## config.mk

```make
export PLATFORM = sky130hd
export DESIGN_NAME = sequence_generator_flat
export DESIGN_NICKNAME = d
export VERILOG_FILES = /design/src/rtl/seq_gen_pkg.sv /design/src/rtl/sequence_generator_if.sv /design/src/rtl/seq_bit_counter.sv /design/src/rtl/sequence_generator.sv /design/src/flat_wrapper.sv
export SDC_FILE = /design/constraint.sdc
export NUM_CORES = 1
export LEC_CHECK = 0
export BUFFER_PORTS_ARGS = -buffer_cell sky130_fd_sc_hd__buf_2
export CORE_ASPECT_RATIO = 1.25
export CORE_MARGIN = 2
export CORE_UTILIZATION = 30
export CTS_CLUSTER_SIZE = 28
export DETAILED_ROUTE_END_ITERATION = 12
export GPL_TIMING_DRIVEN = 0
export SETUP_SLACK_MARGIN = 0.2
export SYNTH_ARGS = -nofsm -noshare
export SYNTH_HDL_FRONTEND = slang
export SYNTH_SLANG_ARGS = --single-unit
```

## constraint.sdc

```tcl
create_clock -name clk -period 6.1 [get_ports clk]
set_clock_uncertainty 0.2 [all_clocks]
set_input_delay 0.61 -clock clk [delete_from_list [all_inputs] [get_ports clk]]
set_output_delay 0.61 -clock clk [all_outputs]
set_load 0.05 [all_outputs]
```

## src/rtl/seq_gen_pkg.sv

```systemverilog
// Shared types and constants for the serial pattern sequence generator.
package seq_gen_pkg;

    typedef enum logic [1:0] {
        IDLE = 2'd0,
        SEND = 2'd1,
        GAP  = 2'd2,
        DONE = 2'd3
    } state_t;

    localparam logic IDLE_LEVEL = 1'b1;

endpackage

```

## src/rtl/sequence_generator_if.sv

```systemverilog
// Request/serial-output bundle between a pattern source and the sequence generator.
interface sequence_generator_if #(
    parameter int unsigned WIDTH = 8,
    parameter int unsigned CNT_W = 4
);
    localparam int unsigned LEN_W = (WIDTH > 1) ? $clog2(WIDTH) : 1;

    logic             start;
    logic [WIDTH-1:0] pattern;
    logic [LEN_W-1:0] len;
    logic [CNT_W-1:0] repeats;
    logic             hold;
    logic             sout;
    logic             sout_valid;
    logic             busy;
    logic             done;

    modport master (
        output start, pattern, len, repeats, hold,
        input  sout, sout_valid, busy, done
    );

    modport slave (
        input  start, pattern, len, repeats, hold,
        output sout, sout_valid, busy, done
    );

endinterface

```

## src/rtl/seq_bit_counter.sv

```systemverilog
// Loadable down-counter with enable; load wins over enable, zero_c flags a count of zero.
module seq_bit_counter #(
    parameter int unsigned W = 4
) (
    input  logic         clk,
    input  logic         rst,
    input  logic         load,
    input  logic [W-1:0] load_val,
    input  logic         en,
    output logic [W-1:0] count,
    output logic         zero_c
);

    always_ff @(posedge clk) begin
        if (!rst) begin
            count <= '0;
        end else if (load) begin
            count <= load_val;
        end else if (en) begin
            count <= count - W'(1);
        end
    end

    assign zero_c = (count == '0);

endmodule

```

## src/rtl/sequence_generator.sv

```systemverilog
// Serialises a captured pattern MSB-first, repeating it with one idle gap cycle between passes.
module sequence_generator
    import seq_gen_pkg::*;
#(
    parameter int unsigned WIDTH = 8,
    parameter int unsigned CNT_W = 4
) (
    input  logic                 clk,
    input  logic                 rst,
    sequence_generator_if.slave  bus
);

    localparam int unsigned LEN_W = (WIDTH > 1) ? $clog2(WIDTH) : 1;

    state_t           state;
    state_t           state_nx;
    logic [WIDTH-1:0] pat_q;
    logic [LEN_W-1:0] len_q;
    logic [LEN_W-1:0] idx;
    logic [LEN_W-1:0] idx_load_val;
    logic [CNT_W-1:0] pass;
    logic             idx_zero;
    logic             pass_zero;
    logic             accept;
    logic             idx_load;
    logic             idx_en;
    logic             pass_en;
    logic             sout_nx;
    logic             valid_nx;
    logic             busy_nx;
    logic             done_nx;

    seq_bit_counter #(.W(LEN_W)) u_idx_cnt (
        .clk      (clk),
        .rst      (rst),
        .load     (idx_load),
        .load_val (idx_load_val),
        .en       (idx_en),
        .count    (idx),
        .zero_c   (idx_zero)
    );

    seq_bit_counter #(.W(CNT_W)) u_pass_cnt (
        .clk      (clk),
        .rst      (rst),
        .load     (accept),
        .load_val (bus.repeats),
        .en       (pass_en),
        .count    (pass),
        .zero_c   (pass_zero)
    );

    // Outputs are the registered image of the current state, so they trail the state by one cycle.
    always_comb begin
        state_nx     = state;
        accept       = 1'b0;
        idx_load     = 1'b0;
        idx_load_val = len_q;
        idx_en       = 1'b0;
        pass_en      = 1'b0;
        sout_nx      = IDLE_LEVEL;
        valid_nx     = 1'b0;
        busy_nx      = 1'b1;
        done_nx      = 1'b0;
        case (state)
            IDLE: begin
                busy_nx      = 1'b0;
                idx_load_val = bus.len;
                if (bus.start) begin
                    accept   = 1'b1;
                    idx_load = 1'b1;
                    state_nx = SEND;
                end
            end
            SEND: begin
                sout_nx  = pat_q[idx];
                valid_nx = !bus.hold;
                if (!bus.hold) begin
                    if (!idx_zero) begin
                        idx_en = 1'b1;
                    end else if (pass_zero) begin
                        state_nx = DONE;
                    end else begin
                        pass_en  = 1'b1;
                        state_nx = GAP;
                    end
                end
            end
            GAP: begin
                idx_load = 1'b1;
                state_nx = SEND;
            end
            DONE: begin
                done_nx  = 1'b1;
                state_nx = IDLE;
            end
            default: state_nx = IDLE;
        endcase
    end

    always_ff @(posedge clk) begin
        if (!rst) begin
            state          <= IDLE;
            pat_q          <= '0;
            len_q          <= '0;
            bus.sout       <= IDLE_LEVEL;
            bus.sout_valid <= 1'b0;
            bus.busy       <= 1'b0;
            bus.done       <= 1'b0;
        end else begin
            state          <= state_nx;
            bus.sout       <= sout_nx;
            bus.sout_valid <= valid_nx;
            bus.busy       <= busy_nx;
            bus.done       <= done_nx;
            if (accept) begin
                pat_q <= bus.pattern;
                len_q <= bus.len;
            end
        end
    end

endmodule

```

## src/flat_wrapper.sv

```systemverilog
// flat-port wrapper written by rule: the top's interface ports become plain ports
module sequence_generator_flat import seq_gen_pkg::*;
#(
    parameter int unsigned WIDTH = 8,
    parameter int unsigned CNT_W = 4
)
  (clk, rst, bus_start, bus_pattern, bus_len, bus_repeats, bus_hold, bus_sout, bus_sout_valid, bus_busy, bus_done);
  sequence_generator_if #(.WIDTH(WIDTH), .CNT_W(CNT_W)) bus_i ();
  input  logic clk;
  input  logic rst;
  input wire logic [$bits(bus_i.start)-1:0] bus_start;
  input wire logic [$bits(bus_i.pattern)-1:0] bus_pattern;
  input wire logic [$bits(bus_i.len)-1:0] bus_len;
  input wire logic [$bits(bus_i.repeats)-1:0] bus_repeats;
  input wire logic [$bits(bus_i.hold)-1:0] bus_hold;
  output wire logic [$bits(bus_i.sout)-1:0] bus_sout;
  output wire logic [$bits(bus_i.sout_valid)-1:0] bus_sout_valid;
  output wire logic [$bits(bus_i.busy)-1:0] bus_busy;
  output wire logic [$bits(bus_i.done)-1:0] bus_done;
  assign bus_i.start = bus_start;
  assign bus_i.pattern = bus_pattern;
  assign bus_i.len = bus_len;
  assign bus_i.repeats = bus_repeats;
  assign bus_i.hold = bus_hold;
  assign bus_sout = bus_i.sout;
  assign bus_sout_valid = bus_i.sout_valid;
  assign bus_busy = bus_i.busy;
  assign bus_done = bus_i.done;
  sequence_generator #(.WIDTH(WIDTH), .CNT_W(CNT_W)) u_core (.clk(clk), .rst(rst), .bus(bus_i));
endmodule
```

Word-level counts from Yosys, hierarchy flattened

Index checks and enable logic that the tools add are counted.

Input port bits: 19
Register bits: 24
Output and inout port bits: 4
Logic and storage cells: 50

Equal/unequal tests: 6
Magnitude comparators: 1
Add/sub/neg operators: 2
Mux-type cells: 24
Reduce and logical (&&, ||, !) cells: 8

Operator list:

| operator              | count |
|---|---|
| $mux W1               | 13 |
| $mux W3               | 3 |
| $mux W4               | 2 |
| $pmux W2 S4           | 1 |
| $mux W2               | 3 |
| $eq A2 B2 Y1 const B  | 2 |
| $logic_not A4 Y1      | 1 |
| $lt A3 B4 Y1 const B  | 1 |
| $ne A2 B2 Y1 const B  | 2 |
| $reduce_bool A2 Y1    | 2 |
| $sub A4 B1 Y4 const B | 1 |
| $bmux W1 S3           | 1 |
| $logic_not A3 Y1      | 1 |
| $reduce_and A3 Y1     | 1 |
| $sub A3 B1 Y3 const B | 1 |
| $eq A2 B1 Y1 const B  | 1 |
| $logic_not A2 Y1      | 1 |
| $ne A2 B1 Y1 const B  | 1 |
| $pmux W1 S2           | 1 |
| $reduce_and A2 Y1     | 1 |
| $logic_not A1 Y1      | 1 |

Depth between registers and ports, before layout

Gate-level depths: netlist (run 1).

Depth after elaboration: 7
Depth in mapped cells: 6
Gate-level depth less buffers: 6

Modules after synthesis

Synthesis (run 1) repeated with hierarchy kept, for this count alone.

Cell total of the unflattened synthesis: 111
Area total of the unflattened synthesis: 1151.1 um^2

Modules (own cells, without submodules):

| module                               | times used | cells each | area each (um^2) |
|---|---|---|---|
| sequence_generator                   | 1          | 66         | 738.2 |
| seq_bit_counter at u_core.u_pass_cnt | 1          | 25         | 222.7 |
| seq_bit_counter at u_core.u_idx_cnt  | 1          | 20         | 190.2 |

Worst setup path after synthesis (run 1)

No wires, ideal clock.

Kind: reg2reg
From: register u_core.u_pass_cnt.count[0]
To: register u_core.u_pass_cnt.count[1]
Cell stages (with the launch flop): 7
Required time: 5829 ps
Arrival time: 1642 ps
Setup slack: 4187 ps
Path through: dfxtp_1 -> inv_1 -> ha_1 -> nor3b_1 -> o32a_1 -> a2111o_1 -> a21oi_1

Cells in the longest elaborated chain, start to end: 6
Elaborated cells on any way between the ends: 9

RTL lines:

| what                                | RTL line                 | source |
|---|---|---|
| start: declaration                  | seq_bit_counter.sv:10    | `output logic [W-1:0] count,` |
| start signal: assignment            | seq_bit_counter.sv:18    | `count <= load_val;` |
| start signal: assignment            | seq_bit_counter.sv:20    | `count <= count - W'(1);` |
| $logic_not A4 Y1                    | seq_bit_counter.sv:24    | `assign zero_c = (count == '0);` |
| $mux W1                             | sequence_generator.sv:81 | `end else if (pass_zero) begin` |
| $mux W1                             | sequence_generator.sv:79 | `if (!idx_zero) begin` |
| $mux W1                             | sequence_generator.sv:78 | `if (!bus.hold) begin` |
| $mux W1                             | sequence_generator.sv:65 | `case (state)` |
| $reduce_bool A2 Y1 (no source line) | -                        |  |

Parallel ways exist; a longest one is shown, timed or not. The select of a mux whose other input is x is not followed.
A chain may end at the register's enable or synchronous reset.

Worst setup path after layout (run 1)

Ends and elaborated chain as after synthesis.

==> impl_results.md, run 1 <==
- Initial Util: 0.307
- Post-synth top area share: 0.421
- Cell Count, Final, Fillers Out: 198
- ANT cells: 0
- Final-stage net count: 181
- Crit path max fanout: 4
- LEAKAGE: 0.000553 uW
- Die area: 4320 um^2
- Worst setup SP type: register
- Wire length per cell: 12.7 um
- Synth top cells by count: 29 x nand2_1, 24 x dfxtp_1, 16 x a21oi_1
- Synthesized net count: 154
- Final Util: 0.369
- Critical Path RT: 6.10 ns
- Port Buffer Count: 22
- DRC errors left: 0
- Vias: 1014
- Worst VDD drop: 140 uV
- IO Pins: 23
- Crit path arrival time: 2.08 ns
- Run status: completed
- Fmax: 0.480 GHz
- Layout fillers: 366
- GR Layer Usage met2: 0.206
- Dominant synthesized flop cell: dfxtp_1
- CP Class: register to register
- Final hold vios: 0
- Initial drt markers: 30
- TritonCTS clock tree: built
- Clock-pin slew on the worst setup and hold paths: 0.09 ns
- Mapped Area: 1140 um^2
- DRT Wirelength: 2.52 mm
- Clock period minus worst slack: 2.08 ns
- Post-CTS resize count: 0
- Die Ht: 73.0 um
- Sum Neg Setup Slack: 0 ns
- Post-DP HPWL: 1.97 mm
- Tot GR Track Use: 0.125
- First-pass GRT wire length: 4.10 mm
- CTS Buffer Depth: 2
- Met1 usage: 0.146
- Max cap viols: 0
- # hold bufs at CTS: 0
- Setup-failing EPs final: 0
- DR vias/cell: 5.12
- Chip width: 59.2 um
- Ys async rst share: 0
- Area contributors post-synth: dfxtp_1 42%, nand2_1 9.5%, a21oi_1 7.0%
- Number of global-route vias before repair: 980
- CTS H-Tree Depth: 1
- First-pass DRT Iterations: 4
- Hold Path Class: register to register
- Initial antenna violation count: 0
- RSZ-0062 raised after global routing: no
- Fin Hold WS: 0.257 ns
- Mapped Cells: 132
- Most common cell in the netlist: nand2_1
- Syn-to-layout area delta: 20.3%
- Clock latency on the worst-skew pair: 0.27 ns
- Share of layout cells above drive strength 1: 0.228
- Synthesis-stage register bit count: 24
- Power per cell area: 297 nW/um^2
- Root Driver: clkbuf_8
- CTS Buf Count: 3
- Postcts setup bufs: 0
- Dominant cell type by area after synthesis: dfxtp_1
- Avg Synthesized Cell Area: 8.65 um^2
- GRT Max-Usage Layer: met2
- Yosys cell types: 38
- GPL Wtd Cong: 0.817
- EDFF count, synth: 0
- Max-slew violations: 0
- Critical Path End Type: register
- Final antenna-violating net count: 0
- Core area: 3720 um^2
- Clk sinks: 24
- Met3 usage: 0.0248
- Total power: 408 uW
- Yosys warns: 0
- Num rows: 25
- Sequential share of the synthesized area: 0.421
- Fin crit share: 0.342
- Worst Max-Slew Pin Slew: 0.545 ns
- Max-slew headroom: 0.636
- Maximum number of pins on one net before global-route repair: 15
- GRT overflow: 0
- Dpl cells: 194
## metal layers
metal	wire (um)	part of all wire	vias up
met1	1040	0.41	465
met5	0	0	-
met3	111	0.044	9
met2	1290	0.51	29
li1	-	-	511
met4	82	0.033	0
## cells by family after synthesis
family / share of synthesized area
simple gates: 0.242
compound gates: 0.166
xor+xnor: 0.0230
mux: 0.0668
flops: 0.421
buf+inv: 0.0482
fa+ha+maj: 0.0329
## through the flow
step | cell area (um^2) | worst slack (ns)
6_report | 1370 | 4.02
5_1_grt | 1370 | 3.91
4_1_cts | 1370 | 4.01
3_5_place_dp | 1300 | 4.03
3_3_place_gp | 1300 | 4.07
2_1_floorplan | 1140 | 4.19
## critical path: stages, from the launching register on
cell and delay [ns]:
dfxtp_1 0.39, inv_1 0.06, ha_1 0.22, nor3b_1 0.19, o32a_1 0.41, a2111o_1 0.40, a21oi_1 0.14
## power breakdown
part / switching [uW] / internal [uW] / total [uW] / leakage, uW
clock network: 52.6 / 87.8 / 140 / 0.0000357
logic: 48.5 / 38.3 / 86.9 / 0.000320
registers: 10.5 / 170 / 181 / 0.000197
## registers in the layout (all words and copies together), names as in the netlist
register / cells
u_core.pat_q: 8
u_core.u_pass_cnt.count: 4
u_core.len_q: 3
u_core.u_idx_cnt.count: 3
u_core.state: 2
u_core.bus.busy: 1
u_core.bus.done: 1
u_core.bus.sout: 1
u_core.bus.sout_valid: 1
## layout by cell type (no fill, tap or decap), types with 2 or more instances in the layout
cell type / synthesis / final
nand2_1: 29 / 29
buf_2: 2 / 24
dfxtp_1: 24 / 24
a21oi_1: 16 / 16
nor2_1: 7 / 7
inv_1: 5 / 5
nor3_1: 4 / 4
o21ai_0: 4 / 4
clkbuf_1: 3 / 3
xnor2_1: 3 / 3
ha_1: 3 / 3
clkbuf_8: 0 / 3
nand2b_1: 2 / 2
mux2i_1: 2 / 2
nor2b_1: 2 / 2
nand3b_1: 2 / 2
mux4_2: 2 / 2
## final timing paths
kind | startpoint | end | slack [ns] | depth (start not counted)
setup / recovery | u_core.u_pass_cnt.count[0] | u_core.u_pass_cnt.count[1] | 4.02 | 6
hold / removal | u_core.pat_q[7] | u_core.pat_q[7] | 0.26 | 2
setup reg to reg | u_core.u_pass_cnt.count[0] | u_core.u_pass_cnt.count[1] | 4.02 | 6
hold reg to reg | u_core.pat_q[7] | u_core.pat_q[7] | 0.26 | 2
## cell type report
cell class / count / area, um^2 / area share
plain buffers: 6 / 32.5 / 0.0237
repair buffers: 22 / 110 / 0.0801
inverters: 6 / 22.5 / 0.0164
well taps: 40 / 50.0 / 0.0364
clock inverters: 1 / 30.0 / 0.0219
multi-input cells: 96 / 607 / 0.442
clock buffers: 3 / 41.3 / 0.0301
flip-flops and latches: 24 / 480 / 0.350
(Power assumes the default switching activity.)
==> inputs of run 2 (changes only) <==
==> constraint.sdc (replaced) <==
create_clock -name clk -period 2 [get_ports clk]
set_clock_uncertainty 0.2 [all_clocks]
set_input_delay 0.2 -clock clk [delete_from_list [all_inputs] [get_ports clk]]
set_output_delay 0.2 -clock clk [all_outputs]
set_load 0.05 [all_outputs]
==> run 2 against run 1 <==
Effect of this change:
- critical path depth unchanged
- critical endpoint unchanged
- clock-buffer cell count is the same
- highest routed layer unchanged
- largest power group unchanged
- global-route usage up 2.0 points
==> impl_results.md, run 2 (synthesis results as in run 1) <==
- Final antenna-violating net count: 0
- Num rows: 25
- CTS Buf Count: 3
- Chip width: 59.2 um
- Clock-pin slew on the worst setup and hold paths: 0.08 ns
- DR vias/cell: 4.91
- Initial drt markers: 21
- Port Buffer Count: 22
- RSZ-0062 raised after global routing: yes
- Core area: 3720 um^2
- Largest Register: u_core.pat_q
- Regs by FF count: u_core.pat_q: 8 flops, u_core.u_pass_cnt.count: 4 flops
- Clock latency on the worst-skew pair: 0.27 ns
- Total power: 1180 uW
- LEAKAGE: 0.000635 uW
- Crit path arrival time: 1.81 ns
- GRT overflow: 0
- Commonest non-fill, non-tap cell in the layout: nand2_1
- Syn-to-layout area delta: 38.1%
- Worst Max-Slew Pin Slew: 0.467 ns
- Max-slew headroom: 0.688
- Clock period minus worst slack: 1.82 ns
- IO Pins: 23
- GPL Wtd Cong: 0.778
- First-pass GRT wire length: 4.74 mm
- Final-stage net count: 200
- Initial antenna violation count: 0
- DRT Wirelength: 2.72 mm
- First-pass DRT Iterations: 4
- Setup-failing EPs final: 0
- CP Class: register to register
- Fin crit share: 0.909
- CTS H-Tree Depth: 1
- Initial Util: 0.307
- Worst setup SP type: register
- Max FFs per register: 8
- Worst VDD drop: 318 uV
- Critical Path End Type: register
- Share of layout cells above drive strength 1: 0.313
- Final hold vios: 0
- Maximum number of pins on one net before global-route repair: 13
- Hold Path Class: input pin to register
- Layout fillers: 360
- Post-DP HPWL: 1.94 mm
- Max cap viols: 0
- Vias: 1061
- Crit path max fanout: 4
- Power per cell area: 745 nW/um^2
- CTS Buffer Depth: 2
- Clk sinks: 24
- Die area: 4320 um^2
- Most frequent cells in the layout: 29 x nand2_1, 24 x buf_2, 20 x dfxtp_1
- Critical Path RT: 1.99 ns
- TritonCTS clock tree: built
- ANT cells: 0
- Root Driver: clkbuf_8
- DRC errors left: 0
- Max-slew violations: 0
- Die Ht: 73.0 um
- Number of global-route vias before repair: 1073
- Tot GR Track Use: 0.145
- Setup WS post-layout: 0.182 ns
- Fmax: 0.550 GHz
- Wire length per cell: 12.6 um
- Sum Neg Setup Slack: 0 ns
- Place WS: 0.0234 ns
- Run status: completed
## run 2: cell types whose count changed in the layout (fill, tap and decap cells not counted), moves of 2 or more
| cell | previous run | this run |
|---|---|---|
| inv_1 | 5 | 1 |
| ha_4 | 0 | 2 |
| inv_2 | 0 | 3 |
| buf_4 | 0 | 6 |
| dfxtp_2 | 0 | 3 |
| ha_1 | 3 | 1 |
| dlygate4sd3_1 | 0 | 13 |
| dfxtp_1 | 24 | 20 |
## run 2: worst paths after layout
kind / cells after the start / to / startpoint / slack [ns]
max: 6 / u_core.u_pass_cnt.count[1] / u_core.u_pass_cnt.count[1] / 0.18
min: 3 / u_core.u_pass_cnt.count[0] / bus_repeats[0] / 0.009
max reg2reg: 6 / u_core.u_pass_cnt.count[1] / u_core.u_pass_cnt.count[1] / 0.18
min reg2reg: 2 / u_core.pat_q[7] / u_core.pat_q[7] / 0.25
## run 2: power by group
group / total (uW) / internal, uW / leakage, uW / switching (uW)
combinational: 339 / 169 / 0.000415 / 169
clock: 284 / 135 / 0.0000216 / 149
sequential: 552 / 521 / 0.000199 / 31.0
total: 1180 / 826 / 0.000635 / 350
## run 2: through the flow
stage / utilization / hold slack, ns / cell area (um^2) / std cells
floorplan: - / 0.0718 / 1160 / 132
global placement: 0.355 / 0.240 / 1320 / 194
detailed placement: 0.355 / 0.246 / 1320 / 194
CTS: 0.422 / 0.00952 / 1570 / 216
global route: 0.424 / 0.0459 / 1580 / 216
finish: 0.424 / 0.00914 / 1580 / 216
## run 2: repair_timing
item,CTS,global route
setup endpoints to repair,7,14
endpoints found under the hold margin,14,0
gates cloned,0,0
hold buffers,13,0
setup buffers,6,0
pin swaps,4,0
gates resized for setup,13,3
## run 2: area by class of cell
type                            count  area (um^2)  share of cell area
Tap cell                           40         50.0              0.0317
Sequential cell                    24          488               0.309
Multi-Input combinational cell     96          654               0.415
Timing Repair Buffer               41          285               0.181
Inverter                            6         25.0              0.0159
Buffer                              6         33.8              0.0214
Clock buffer                        3         41.3              0.0262
## run 2: per-layer routing
metal / vias to the layer above / global-route usage / wire length, um
met4: 0 / 0.0530 / 22
met1: 483 / 0.162 / 1070
met2: 29 / 0.271 / 1520
met5: - / 0 / 0
met3: 2 / 0.0177 / 110
li1: 547 / - / -
## run 2: worst max-delay path, cell delays in order (launching register included)
cell	delay, ns
dfxtp_2	0.34
inv_2	0.04
ha_4	0.15
nor3b_4	0.15
o32a_1	0.37
a2111o_1	0.36
a21oi_1	0.13
==> inputs of run 3 (changes only) <==
==> constraint.sdc (replaced) <==
create_clock -name clk -period 2 [get_ports clk]
set_clock_uncertainty 0.2 [all_clocks]
set_input_delay 0.1 -clock clk [delete_from_list [all_inputs] [get_ports clk]]
set_output_delay 0.1 -clock clk [all_outputs]
set_load 0.05 [all_outputs]
==> run 3 against run 2 <==
Effect of this change:
- sequential power barely moved
- die area did not move
- worst hold slack improved by 0.017 ns
- utilization rose by 0.87 points
- sequential cell count did not move
- wire length fell by 0.33%
- sequential share of layout area fell by 0.62 points
- critical path type unchanged
==> impl_results.md, run 3 (synthesis results as in run 1) <==
- Run status: completed
- DP Area: 1320 um^2
- Maximum number of pins on one net before global-route repair: 13
- DRC errors left: 0
- DRT Wirelength: 2.71 mm
- Fin crit share: 0.912
- Power per cell area: 734 nW/um^2
- Worst setup SP type: register
- Worst Max-Slew Pin Slew: 0.474 ns
- Hold Path Class: input pin to register
- Max-slew headroom: 0.683
- Chip width: 59.2 um
- Final hold vios: 0
- Worst path slowest cell: o32a_1
- Worst VDD drop: 309 uV
- Cell Count, Final, Fillers Out: 219
- Fmax: 0.548 GHz
- Sum Neg Setup Slack: 0 ns
- Most frequent cells in the layout: 29 x nand2_1, 24 x buf_2, 20 x dfxtp_1
- R2r startpoint: u_core.u_pass_cnt.count[1]
- Post-DP HPWL: 1.94 mm
- Vias: 1084
- Sequential power share: 0.468
- Hold EP: u_core.u_pass_cnt.count[1]
- RSZ-0062 raised after global routing: yes
- Root Driver: clkbuf_8
- Fin Hold WS: 0.0264 ns
- Final-stage net count: 203
- Core area: 3720 um^2
- Max FFs per register: 8
- WHS Path Cells: 4
- Number of global-route vias before repair: 1084
- Syn-to-layout area delta: 41.0%
- CTS Buffer Depth: 2
- Die Ht: 73.0 um
- Num rows: 25
- Flop2flop setup slack: 0.18 ns
- Combinational share of power: 0.292
- Initial drt markers: 15
- Largest Register: u_core.pat_q
- GPL Wtd Cong: 0.778
- Wire length per cell: 12.4 um
- LEAKAGE: 0.000651 uW
- Initial antenna violation count: 0
- Final antenna-violating net count: 0
- Max cap viols: 0
- Clock latency on the worst-skew pair: 0.27 ns
- Delay of the slowest cell on the worst path: 0.37 ns
- Worst reg2reg path endpoint: u_core.u_pass_cnt.count[1]
- DR vias/cell: 4.95
- Share of layout cells above drive strength 1: 0.313
- Commonest non-fill, non-tap cell in the layout: nand2_1
- Port Buffer Count: 22
- CP Class: register to register
- Clk sinks: 24
- Switching pwr: 351 uW
- Critical Path End Type: register
- First-pass DRT Iterations: 4
- Max-slew violations: 0
- ANT cells: 0
- Part of the power in the clock network: 0.240
- Regs by FF count: u_core.pat_q: 8 flops, u_core.u_pass_cnt.count: 4 flops
- Crit path max fanout: 4
- Die area: 4320 um^2
- Initial Util: 0.307
- First-pass GRT wire length: 4.74 mm
- Design area: 1610 um^2
- Crit path arrival time: 1.82 ns
- FF-to-FF path depth: 6
- Clock period minus worst slack: 1.82 ns
- Layout fillers: 357
- Critical Path RT: 1.99 ns
- IO Pins: 23
- CTS Buf Count: 3
- Internal Power: 831 uW
- Clock-pin slew on the worst setup and hold paths: 0.08 ns
- Tot GR Track Use: 0.144
- Dpl cells: 194
- Worst-path cell chain: inv_2, ha_4, nor3b_4, o32a_1, a2111o_1, a21oi_1
- GRT overflow: 0
- Sw frac: 0.297
- Setup-failing EPs final: 0
- CTS H-Tree Depth: 1
- Hold_sp: bus_repeats[1]
- TritonCTS clock tree: built
[run 3: layer usage]
metal	track usage	vias to the layer above	wire length (um)
met3	0.0177	4	93
met4	0.0530	0	36
met5	0	-	0
met2	0.266	21	1520
met1	0.164	505	1060
li1	-	554	-
[run 3: final cells by class]
cell class	instances	area (um^2)	area share
Inverter	6	25.0	0.0155
Multi-Input combinational cell	96	657	0.408
Clock buffer	3	41.3	0.0256
Buffer	6	33.8	0.0210
Tap cell	40	50.0	0.0311
Sequential cell	24	488	0.303
Timing Repair Buffer	44	315	0.196
[run 3: worst max-delay path by stage]
stage | start | end | slack [ns] | depth (start not counted)
after floorplan | u_core.u_idx_cnt.count[0] | u_core.u_pass_cnt.count[1] | 0.19 | 6
after global placement | u_core.u_idx_cnt.count[0] | u_core.u_pass_cnt.count[1] | 0.11 | 6
after detailed placement | u_core.u_idx_cnt.count[0] | u_core.u_pass_cnt.count[1] | 0.02 | 6
after CTS | u_core.u_pass_cnt.count[1] | u_core.u_pass_cnt.count[1] | 0.20 | 6
after global routing | u_core.u_pass_cnt.count[1] | u_core.u_pass_cnt.count[1] | 0.09 | 6
final | u_core.u_pass_cnt.count[1] | u_core.u_pass_cnt.count[1] | 0.18 | 6
[run 3: worst max-delay path: cells and delay by family, from the launching register on]
kind / cells / cell delay, ns
buffers and inverters: 1 / 0.05
DFF: 1 / 0.34
adders and majority gates: 1 / 0.15
and+or+nand+nor: 1 / 0.15
AOI/OAI and AO/OA: 3 / 0.86
[run 3: timing repair]
item,4_1_cts,5_1_grt
endpoints found under the setup margin,7,15
pin swaps,4,0
buffers inserted,6,0
hold endpoints to repair,19,0
hold buffers,16,0
resized for setup,13,4
[run 3: stage by stage]
stage	setup slack, ns	util	power (uW)
after floorplan	0.192	-	764
after global placement	0.111	0.355	823
after detailed placement	0.0234	0.355	837
after CTS	0.197	0.430	1180
after global routing	0.0933	0.433	1260
final	0.176	0.433	1180
[run 3: power groups by stage]
| stage | sequential (uW) | combinational (uW) | clock, uW |
|---|---|---|---|
| after detailed placement | 565 | 272 | 0 |
| after floorplan | 573 | 191 | 0 |
| final | 553 | 346 | 283 |
| after global placement | 563 | 260 | 0 |
| after global routing | 558 | 387 | 311 |
| after CTS | 552 | 340 | 292 |
